**src/rtl/pipelined_add_sub.sv**
```systemverilog
// Pipelined ripple-carry adder/subtractor with valid/ready handshakes.
// Ports:
//   clk, rst_n            rising-edge clock, asynchronous active-low reset
//   in_valid/in_ready     upstream handshake for a, b, cin, sub
//   a, b                  WIDTH-bit operands
//   cin                   carry-in (add mode only)
//   sub                   0: a+b+cin, 1: a-b
//   out_valid/out_ready   downstream handshake for sum, cout, ovf
//   sum, cout, ovf        registered result, carry-out, signed overflow
module pipelined_add_sub #(
  parameter int unsigned WIDTH  = 16,
  parameter int unsigned STAGES = 4
) (
  input  logic             clk,
  input  logic             rst_n,
  input  logic             in_valid,
  output logic             in_ready,
  input  logic [WIDTH-1:0] a,
  input  logic [WIDTH-1:0] b,
  input  logic             cin,
  input  logic             sub,
  output logic             out_valid,
  input  logic             out_ready,
  output logic [WIDTH-1:0] sum,
  output logic             cout,
  output logic             ovf
);

  localparam int unsigned SW   = WIDTH / STAGES;
  localparam int unsigned SW1  = SW + 1;
  localparam int unsigned LAST = STAGES - 1;

  if (STAGES == 0 || WIDTH == 0 || (WIDTH % STAGES) != 0) begin : g_bad_cfg
    $error("pipelined_add_sub: WIDTH must be a nonzero multiple of STAGES");
  end

  // Per-stage state: valid, carry out of the slice just processed, full-width
  // operand skew (a and inverted b), and the partially built sum.
  logic [STAGES-1:0]            v_q,  v_d;
  logic [STAGES-1:0]            c_q,  c_d;
  logic [STAGES-1:0][WIDTH-1:0] a_q,  a_d;
  logic [STAGES-1:0][WIDTH-1:0] bx_q, bx_d;
  logic [STAGES-1:0][WIDTH-1:0] s_q,  s_d;
  logic                         ovf_q, ovf_d;

  // Stage inputs: index 0 is the upstream port, index k>0 is stage k-1.
  logic [STAGES:0]              v_p;
  logic [STAGES:0]              c_p;
  logic [STAGES:0][WIDTH-1:0]   a_p;
  logic [STAGES:0][WIDTH-1:0]   bx_p;
  logic [STAGES:0][WIDTH-1:0]   s_p;

  logic stall_c;
  logic accept_c;

  // Global stall: a result waiting on the output freezes the whole pipe.
  assign stall_c  = v_q[LAST] & ~out_ready;
  assign in_ready = rst_n & ~stall_c;
  assign accept_c = in_valid & in_ready;

  // Next-state for every slice; bubbles advance the valid bit but keep data.
  always_comb begin
    logic [SW:0] slice;
    slice = '0;
    v_p   = {v_q, accept_c};
    c_p   = {c_q, sub | cin};
    a_p   = {a_q, a};
    bx_p  = {bx_q, b ^ {WIDTH{sub}}};
    s_p   = {s_q, WIDTH'(0)};

    v_d   = v_q;
    c_d   = c_q;
    a_d   = a_q;
    bx_d  = bx_q;
    s_d   = s_q;
    ovf_d = ovf_q;

    if (!stall_c) begin
      for (int k = 0; k < int'(STAGES); k++) begin
        v_d[k] = v_p[k];
        if (v_p[k]) begin
          slice = {1'b0, a_p[k][k*SW +: SW]} + {1'b0, bx_p[k][k*SW +: SW]}
                + SW1'(c_p[k]);
          a_d[k]  = a_p[k];
          bx_d[k] = bx_p[k];
          s_d[k]  = s_p[k];
          s_d[k][k*SW +: SW] = slice[SW-1:0];
          c_d[k]  = slice[SW];
        end
      end
      // Overflow is resolved alongside the top slice so it leaves with the sum.
      if (v_p[LAST]) begin
        ovf_d = (a_p[LAST][WIDTH-1] == bx_p[LAST][WIDTH-1]) &&
                (s_d[LAST][WIDTH-1] != a_p[LAST][WIDTH-1]);
      end
    end
  end

  // Pipeline registers.
  always_ff @(posedge clk or negedge rst_n) begin
    if (!rst_n) begin
      v_q   <= '0;
      c_q   <= '0;
      a_q   <= '0;
      bx_q  <= '0;
      s_q   <= '0;
      ovf_q <= 1'b0;
    end else begin
      v_q   <= v_d;
      c_q   <= c_d;
      a_q   <= a_d;
      bx_q  <= bx_d;
      s_q   <= s_d;
      ovf_q <= ovf_d;
    end
  end

  assign out_valid = v_q[LAST];
  assign sum       = s_q[LAST];
  assign cout      = c_q[LAST];
  assign ovf       = ovf_q;

endmodule
```
**config.mk**
```make
export PLATFORM = sky130hd
export DESIGN_NAME = pipelined_add_sub
export DESIGN_NICKNAME = d
export VERILOG_FILES = /design/src/rtl/pipelined_add_sub.sv
export SDC_FILE = /design/constraint.sdc
export NUM_CORES = 1
export LEC_CHECK = 0
export CORE_MARGIN = 2
export CORE_UTILIZATION = 55
export CTS_CLUSTER_DIAMETER = 80
export DETAILED_ROUTE_END_ITERATION = 10
export HOLD_SLACK_MARGIN = 0.15
export PLACE_DENSITY = 0.79
export SLEW_MARGIN = 20
export SYNTH_ARGS = -nofsm -noshare
export SYNTH_HDL_FRONTEND = slang
export SYNTH_SLANG_ARGS = --single-unit
```
**constraint.sdc**
```tcl
create_clock -name clk -period 4.47 [get_ports clk]
set_input_delay 0.894 -clock clk [delete_from_list [all_inputs] [get_ports clk]]
set_output_delay 0.894 -clock clk [all_outputs]
set_load 0.03 [all_outputs]
```
**Word level (Yosys, flattened, before mapping)**

Cells that the tools add are included.

- Register bits after elaboration: 145
- Bits of input ports: 38
- Output and inout bits: 20
- Word-level logic and storage cells: 43

- Add/sub/neg operators: 8
- Equal/unequal tests: 2
- Mux-type cells: 2
- Bitwise logic cells: 7
- Reduce and logical (&&, ||, !) cells: 7

Operators by type and width:

| operator | number |
|---|---|
| two-way mux 16 bit | 2 |
| adder 4 x 4 -> 5 bit | 4 |
| adder 5 x 1 -> 5 bit | 4 |
| XOR 16 bit | 1 |
| AND reduction 2 bit | 5 |
| AND 1 bit | 3 |
| NOT 1 bit | 2 |
| nonzero test 2 bit | 1 |
| == test 1 bit | 1 |
| logical AND 1 bit | 1 |
| != test 1 bit | 1 |
| OR 1 bit | 1 |

**Longest topological paths before layout**

Gate-level depths: netlist (run 1).

- Depth in word-level cells: 6
- Gate-level depth with buffers: 8
- Depth with buffers taken out: 6

**Least setup slack after synthesis (run 1)**

Ideal clock, no wire load.

- Path kind: input-to-reg
- Start: input sub
- End: register c_q[0]
- Setup time: 129 ps
- Data arrival time: 2694 ps
- Required time: 4341 ps
- Slack: 1647 ps
- Stages: 8
- Buffers on the path: 2
- Path through: buf_2 -> buf_4 -> or2_2 -> fa_1 -> fa_1 -> a21o_1 -> a21oi_1 -> o21ai_0

- Longest elaborated chain between the ends: 3
- Elaborated cells between the ends (all ways): 4
- Classes of those cells: add/sub: 2; bitwise: 2

Ends and longest elaborated chain:

| element | RTL line | text |
|---|---|---|
| start, declared | 21 | `input logic sub,` |
| XOR 16 bit | 68 | `bx_p = {bx_q, b ^ {WIDTH{sub}}};` |
| adder 4 x 4 -> 5 bit | 82 | `slice = {1'b0, a_p[k][k*SW +: SW]} + {1'b0, bx_p[k][k*SW +: SW]}` |
| adder 5 x 1 -> 5 bit (*) | 83 | `+ SW1'(c_p[k]);` |
| end signal, assigned | 103 | `c_q <= '0;` |
| end signal, assigned | 110 | `c_q <= c_d;` |
| end, declared | 40 | `logic [STAGES-1:0] c_q, c_d;` |

Every way passes the cells marked *; elsewhere a longest branch is shown, timed or not.
A chain may end at the register's enable or synchronous reset.

**Final worst setup path (run 1)**

- Start: input out_ready
- End: output in_ready

- Longest elaborated chain between the ends: 4

Ends and longest elaborated chain:

| element | RTL line | text |
|---|---|---|
| start, declared | 23 | `input logic out_ready,` |
| NOT 1 bit | 57 | `assign stall_c = v_q[LAST] & ~out_ready;` |
| AND 1 bit | 57 |  |
| NOT 1 bit (no source line) | -- |  |
| AND 1 bit | 58 | `assign in_ready = rst_n & ~stall_c;` |
| end, declared | 17 | `output logic in_ready,` |

Every way passes these cells.

==> run_results.csv, run 1 <==
group,metric,value,unit
grt,grt_overflow,0,
clock_tree,ctsLongestPathBuffers,2,
die,pin_count,58,
layout,fin_util,0.647,
drt,drc,0,
clock_tree,cts_hold_buf,0,
status,status,"completed",
power,power.clock.fraction,0.162,
hold_path,hold_class,"primary input to asynchronous set/reset pin",
timing,max_clock_freq,280,MHz
synth,synth_cells,334,
die,fp.dieW,95.1,µm
synth,ys_seq_elements,97,
power,pwr-share-comb,0.406,
worst_setup_path,cp.arrival,2670,ps
layout,final_common_cell,"dfrtp_1",
drt,drtIter0Drc,102,
layout,area_delta_synth_final,15.3,%
drt,dr_total_vias,2585,
synth,yosys.cell_types.count,34,
power,ir_drop,0.000215,V
die,die_h,95.1,µm
job,maxCapViolations,0,
grt,grt_use_total,0.182,
grt,grt_pass1_wl,12.6,mm
power,p_seq_frac,0.432,
drt,first_pass_iters,4,
layout,layout_common_cells,"dfrtp_1, clkdlybuf4s50_1, o21ai_0, mux2_4, mux2_1",
worst_setup_path,crit_type,"primary input to primary output",
worst_setup_path,crit_fanout,10,
drt,wl_per_cell,15.2,µm
layout,nets,434,
worst_setup_path,cp_data_required_time,3580,ps
die,die_area,9040,µm²
grt,antenna_found_initial,0,
timing,setup_viol,0,
clock_tree,clock-sinks,97,
placement,port_buffers,57,
drt,viasPerCell,5.32,
clock_tree,cts_max_level,3,
grt,grt_pass1_vias,2602,
power,powerDensity,657,nW/µm²
synth,synth_area,4560,µm²
clock_tree,cts_root_buffer,"clkbuf_8",
timing,relSlewSlack,0.597,
synth,synth_top_area_frac,0.532,
grt,grt_max_degree,50,
worst_setup_path,cp-start-kind,"primary input",
drt,totalWireLength,7.40,mm
power,swShare,0.349,
power,leakage,2.33,nW
synth,syn_avg_cell_area,13.7,µm²
die,rows,33,
worst_setup_path,end_kind,"primary output",
placement,gp_routability_congestion,0.771,
clock_tree,post-cts-setup-buffer-count,0,
die,start_util,0.561,
layout,n_antenna_cell,0,
power,p_int,2.25,mW
synth,ys_seq_area_frac,0.532,
timing,worst_pin_slew,604,ps
clock_tree,cts_resized,0,
die,core,8130,µm²
timing,finalCriticalPeriod,3570,ps
clock_tree,clkSlewWorstSetupHoldPaths,90,ps
synth,synthesis.nets,392,
power,power_switching,1.20,mW
synth,yosysWarnings,0,
timing,rsz0062_at_grt,"false",
synth,synth_top_area_cell,"dfrtp_1",
synth,ys_top_cells_by_area,"dfrtp_1, mux2_4, mux2_1",
clock_tree,numCtsBuffers,9,
timing,fin_setup_tns,0,ps
timing,hold_viol_final,0,
layout,drive_gt1_frac,0.184,
drt,ant_nets,0,
timing,skew,10.9,ps
timing,period_share,0.798,
timing,drv_slew,0,
placement,hpwl,5.55,mm
clock_tree,cts_tree,"built",
clock_tree,clock_latency,360,ps
power groups by stage:
stage | clock (mW) | sequential [mW] | combinational [mW]
final | 0.561 | 1.49 | 1.40
after global routing | 0.604 | 1.54 | 1.54
after CTS | 0.571 | 1.50 | 1.42
after detailed placement | 0 | 1.52 | 1.41
after global placement | 0 | 1.49 | 1.35
after floorplan | 0 | 1.45 | 1.14
cell families (layout without fill, tap and decap cells):
logic type / count (synthesis) / count (layout) / synth area share
compound gates: 74 / 74 / 0.0918
xor+xnor: 20 / 20 / 0.0384
fa+ha+maj: 20 / 20 / 0.0680
buf+inv: 36 / 83 / 0.0543
flops: 97 / 97 / 0.532
mux: 67 / 67 / 0.185
simple gates: 20 / 20 / 0.0307
worst paths after layout:
kind	to	from	depth (start not counted)	slack (ps)
setup reg to reg	c_q[3]$_DFFE_PN0P_	c_q[2]$_DFFE_PN0P_	5	2570
hold reg to reg	s_p[54]$_DFFE_PN0P_	s_p[38]$_DFFE_PN0P_	1	480
hold / removal	c_q[0]$_DFFE_PN0P_	rst_n	1	320
max in group asynchronous	s_p[16]$_DFFE_PN0P_	rst_n	2	3370
min in group clk	s_p[54]$_DFFE_PN0P_	s_p[38]$_DFFE_PN0P_	1	480
setup / recovery	in_ready	out_ready	4	900
worst max-delay path, stage by stage:
cell             delay [ps]
clkdlybuf4s50_1         480
nand2b_1                440
and2_1                  200
clkdlybuf4s50_1         660
registers in the layout, summed over array words and instances, names as in the netlist:
| name | cells |
|---|---|
| a_p | 24 |
| s_p | 24 |
| c_q | 4 |
| ovf | 1 |
| v_q | 4 |
| bx_p | 24 |
| sum | 16 |
routing by layer:
metal,part of all wire,vias to the layer above,routed length (µm),GRT usage
met1,0.48,1275,3550,0.259
met4,0.013,0,97,0.0556
met5,0,-,0,0
met2,0.46,61,3410,0.282
met3,0.046,6,339,0.0403
li1,-,1243,-,-
cell type report:
| class | count | area (µm²) |
|---|---|---|
| well taps | 105 | 131 |
| multi-input cells | 201 | 1890 |
| inverters | 6 | 22.5 |
| fillers | 611 | 2870 |
| repair buffers | 61 | 598 |
| flip-flops and latches | 97 | 2430 |
| clock inverters | 6 | 67.6 |
| clock buffers | 10 | 128 |
cells in the mapped netlist, drive strengths merged:
cell	n
nand3	5
nor2	1
inv	6
and2	1
dfrtp	97
fa	8
xnor2	15
o21ai	49
nand2b	1
ha	12
and3b	3
a21oi	9
clkbuf	4
a211oi	2
o31ai	4
nor2b	2
mux2	67
nand2	5
o41ai	1
nor3	1
a21o	4
a21boi	5
xor2	5
or2	1
buf	26
per-stage QoR:
stage,hold slack [ps],power [mW],std cells,worst slack [ps],cell area [µm²]
floorplan,451,2.58,334,1650,4560
global route,307,3.69,486,830,5260
global placement,465,2.84,470,956,5070
CTS,309,3.49,486,888,5260
finish,322,3.46,486,903,5260
detailed placement,466,2.93,470,898,5070
Power figures use the tool's default switching activity.
==> run 2, diff against run 1 <==
--- a/config.mk
+++ b/config.mk
@@ -6,11 +6,11 @@
 export NUM_CORES = 1
 export LEC_CHECK = 0
 export CORE_MARGIN = 2
-export CORE_UTILIZATION = 55
+export CORE_UTILIZATION = 50
 export CTS_CLUSTER_DIAMETER = 80
 export DETAILED_ROUTE_END_ITERATION = 10
 export HOLD_SLACK_MARGIN = 0.15
-export PLACE_DENSITY = 0.79
+export PLACE_DENSITY = 0.76
 export SLEW_MARGIN = 20
 export SYNTH_ARGS = -nofsm -noshare
 export SYNTH_HDL_FRONTEND = slang
==> constraint.sdc (replaced) <==
create_clock -name clk -period 2.9 [get_ports clk]
set_input_delay 0.58 -clock clk [delete_from_list [all_inputs] [get_ports clk]]
set_output_delay 0.58 -clock clk [all_outputs]
set_load 0.03 [all_outputs]
==> run_results.csv, run 2 (synthesized netlist as in run 1, its figures left out) <==
group,metric,value,unit
power,ir_drop,0.000298,V
drt,wl_per_cell,15.3,µm
die,die_h,99.5,µm
die,core,8810,µm²
grt,grt_pass1_vias,2667,
drt,first_pass_iters,4,
timing,skew,9.96,ps
timing,period_share,0.810,
worst_setup_path,worst-r2r-cell-count,5,
drt,totalWireLength,7.54,mm
drt,drtIter0Drc,68,
grt,grt_use_total,0.166,
worst_setup_path,crit_type,"primary input to register",
timing,fin_setup_tns,0,ps
timing,drv_slew,0,
drt,drc,0,
clock_tree,clkSlewWorstSetupHoldPaths,90,ps
die,rows,34,
hold_path,hold_class,"primary input to asynchronous set/reset pin",
worst_setup_path,cp_data_required_time,3140,ps
clock_tree,cts_hold_buf,0,
clock_tree,numCtsBuffers,9,
clock_tree,clock-sinks,97,
grt,grt_pass1_wl,12.9,mm
layout,n_antenna_cell,0,
status,status,"completed",
layout,fin_util,0.600,
timing,rsz0062_at_grt,"false",
timing,relSlewSlack,0.608,
timing,setup_viol,0,
clock_tree,cts_root_buffer,"clkbuf_8",
drt,viasPerCell,5.18,
grt,antenna_found_initial,0,
power,leakage,2.34,nW
timing,hold_viol_final,0,
timing,finalCriticalPeriod,2350,ps
clock_tree,cts_tree,"built",
placement,gp_routability_congestion,0.790,
clock_tree,clock_latency,360,ps
drt,ant_nets,0,
worst_setup_path,cp.arrival,2590,ps
layout,nets,438,
clock_tree,cts_resized,0,
placement,port_buffers,57,
worst_setup_path,crit_fanout,4,
placement,hpwl,5.63,mm
layout,area_delta_synth_final,15.7,%
drt,dr_total_vias,2552,
timing,worst_pin_slew,587,ps
grt,grt_max_degree,38,
die,start_util,0.518,
layout,drive_gt1_frac,0.197,
die,die_area,9910,µm²
clock_tree,ctsLongestPathBuffers,2,
timing,max_clock_freq,425,MHz
clock_tree,post-cts-setup-buffer-count,0,
layout,layout_common_cells,"dfrtp_1, clkdlybuf4s50_1, o21ai_0, mux2_4, mux2_1",
worst_setup_path,end_kind,"register",
die,fp.dieW,99.5,µm
worst_setup_path,cp-start-kind,"primary input",
power,powerDensity,995,nW/µm²
layout,final_common_cell,"dfrtp_1",
die,pin_count,58,
clock_tree,cts_max_level,3,
grt,grt_overflow,0,
job,maxCapViolations,0,
[run 2: changes by cell type in the layout (fill, tap and decap cells not counted)]
cell	change
inv_6	-1
clkinv_2	+2
buf_4	+5
clkinv_4	-1
clkbuf_1	-1
bufinv_16	-1
clkdlybuf4s50_1	-1
clkbuf_8	+2
[run 2: final cells by class]
cell class | instances | area (µm²)
clock buffer | 11 | 151
timing repair buffer | 65 | 626
sequential | 97 | 2430
multi-input combinational | 201 | 1890
fill | 694 | 3520
tap | 108 | 135
clock inverter | 5 | 30.0
inverter | 6 | 22.5
[run 2: where the power goes]
group          total (mW)  internal, mW  switching [mW]
logic                2.16          1.13            1.03
registers            2.30          1.94           0.364
clock network       0.791         0.354           0.437
total                5.25          3.43            1.83
[run 2: per-stage QoR]
step           hold slack (ps)  std cells  instance area, µm²  total power [mW]  setup WS, ps
6_report                   281        493                5280              5.25           550
5_1_grt                    303        493                5280              5.63           475
4_1_cts                    280        493                5280              5.31           564
3_5_place_dp               470        477                5100              4.51           172
3_3_place_gp               466        477                5100              4.39           208
2_1_floorplan              284        334                4560              3.98           391
[run 2: path summary, 6_finish.rpt]
| check | from | to | slack [ps] |
|---|---|---|---|
| max | sub | c_q[0]$_DFFE_PN0P_ | 550 |
| min | rst_n | c_q[3]$_DFFE_PN0P_ | 280 |
| max reg2reg | c_q[0]$_DFFE_PN0P_ | c_q[1]$_DFFE_PN0P_ | 1010 |
| min reg2reg | a_p[46]$_DFFE_PN0P_ | a_p[62]$_DFFE_PN0P_ | 480 |
| max in group asynchronous | rst_n | a_p[26]$_DFFE_PN0P_ | 2250 |
| min in group clk | a_p[46]$_DFFE_PN0P_ | a_p[62]$_DFFE_PN0P_ | 480 |
[run 2: layer usage]
metal / routed length [µm] / track usage / vias up
met5: 0 / 0 / -
met1: 3710 / 0.227 / 1240
met2: 3410 / 0.262 / 54
met3: 293 / 0.0372 / 11
li1: - / - / 1247
met4: 126 / 0.0632 / 0
[run 2: worst max-delay path, cell delays in order]
cell and delay (ps):
clkdlybuf4s50_1 460, or2_2 320, fa_1 420, fa_1 430, a21o_1 170, a21oi_1 130, o21ai_0 80
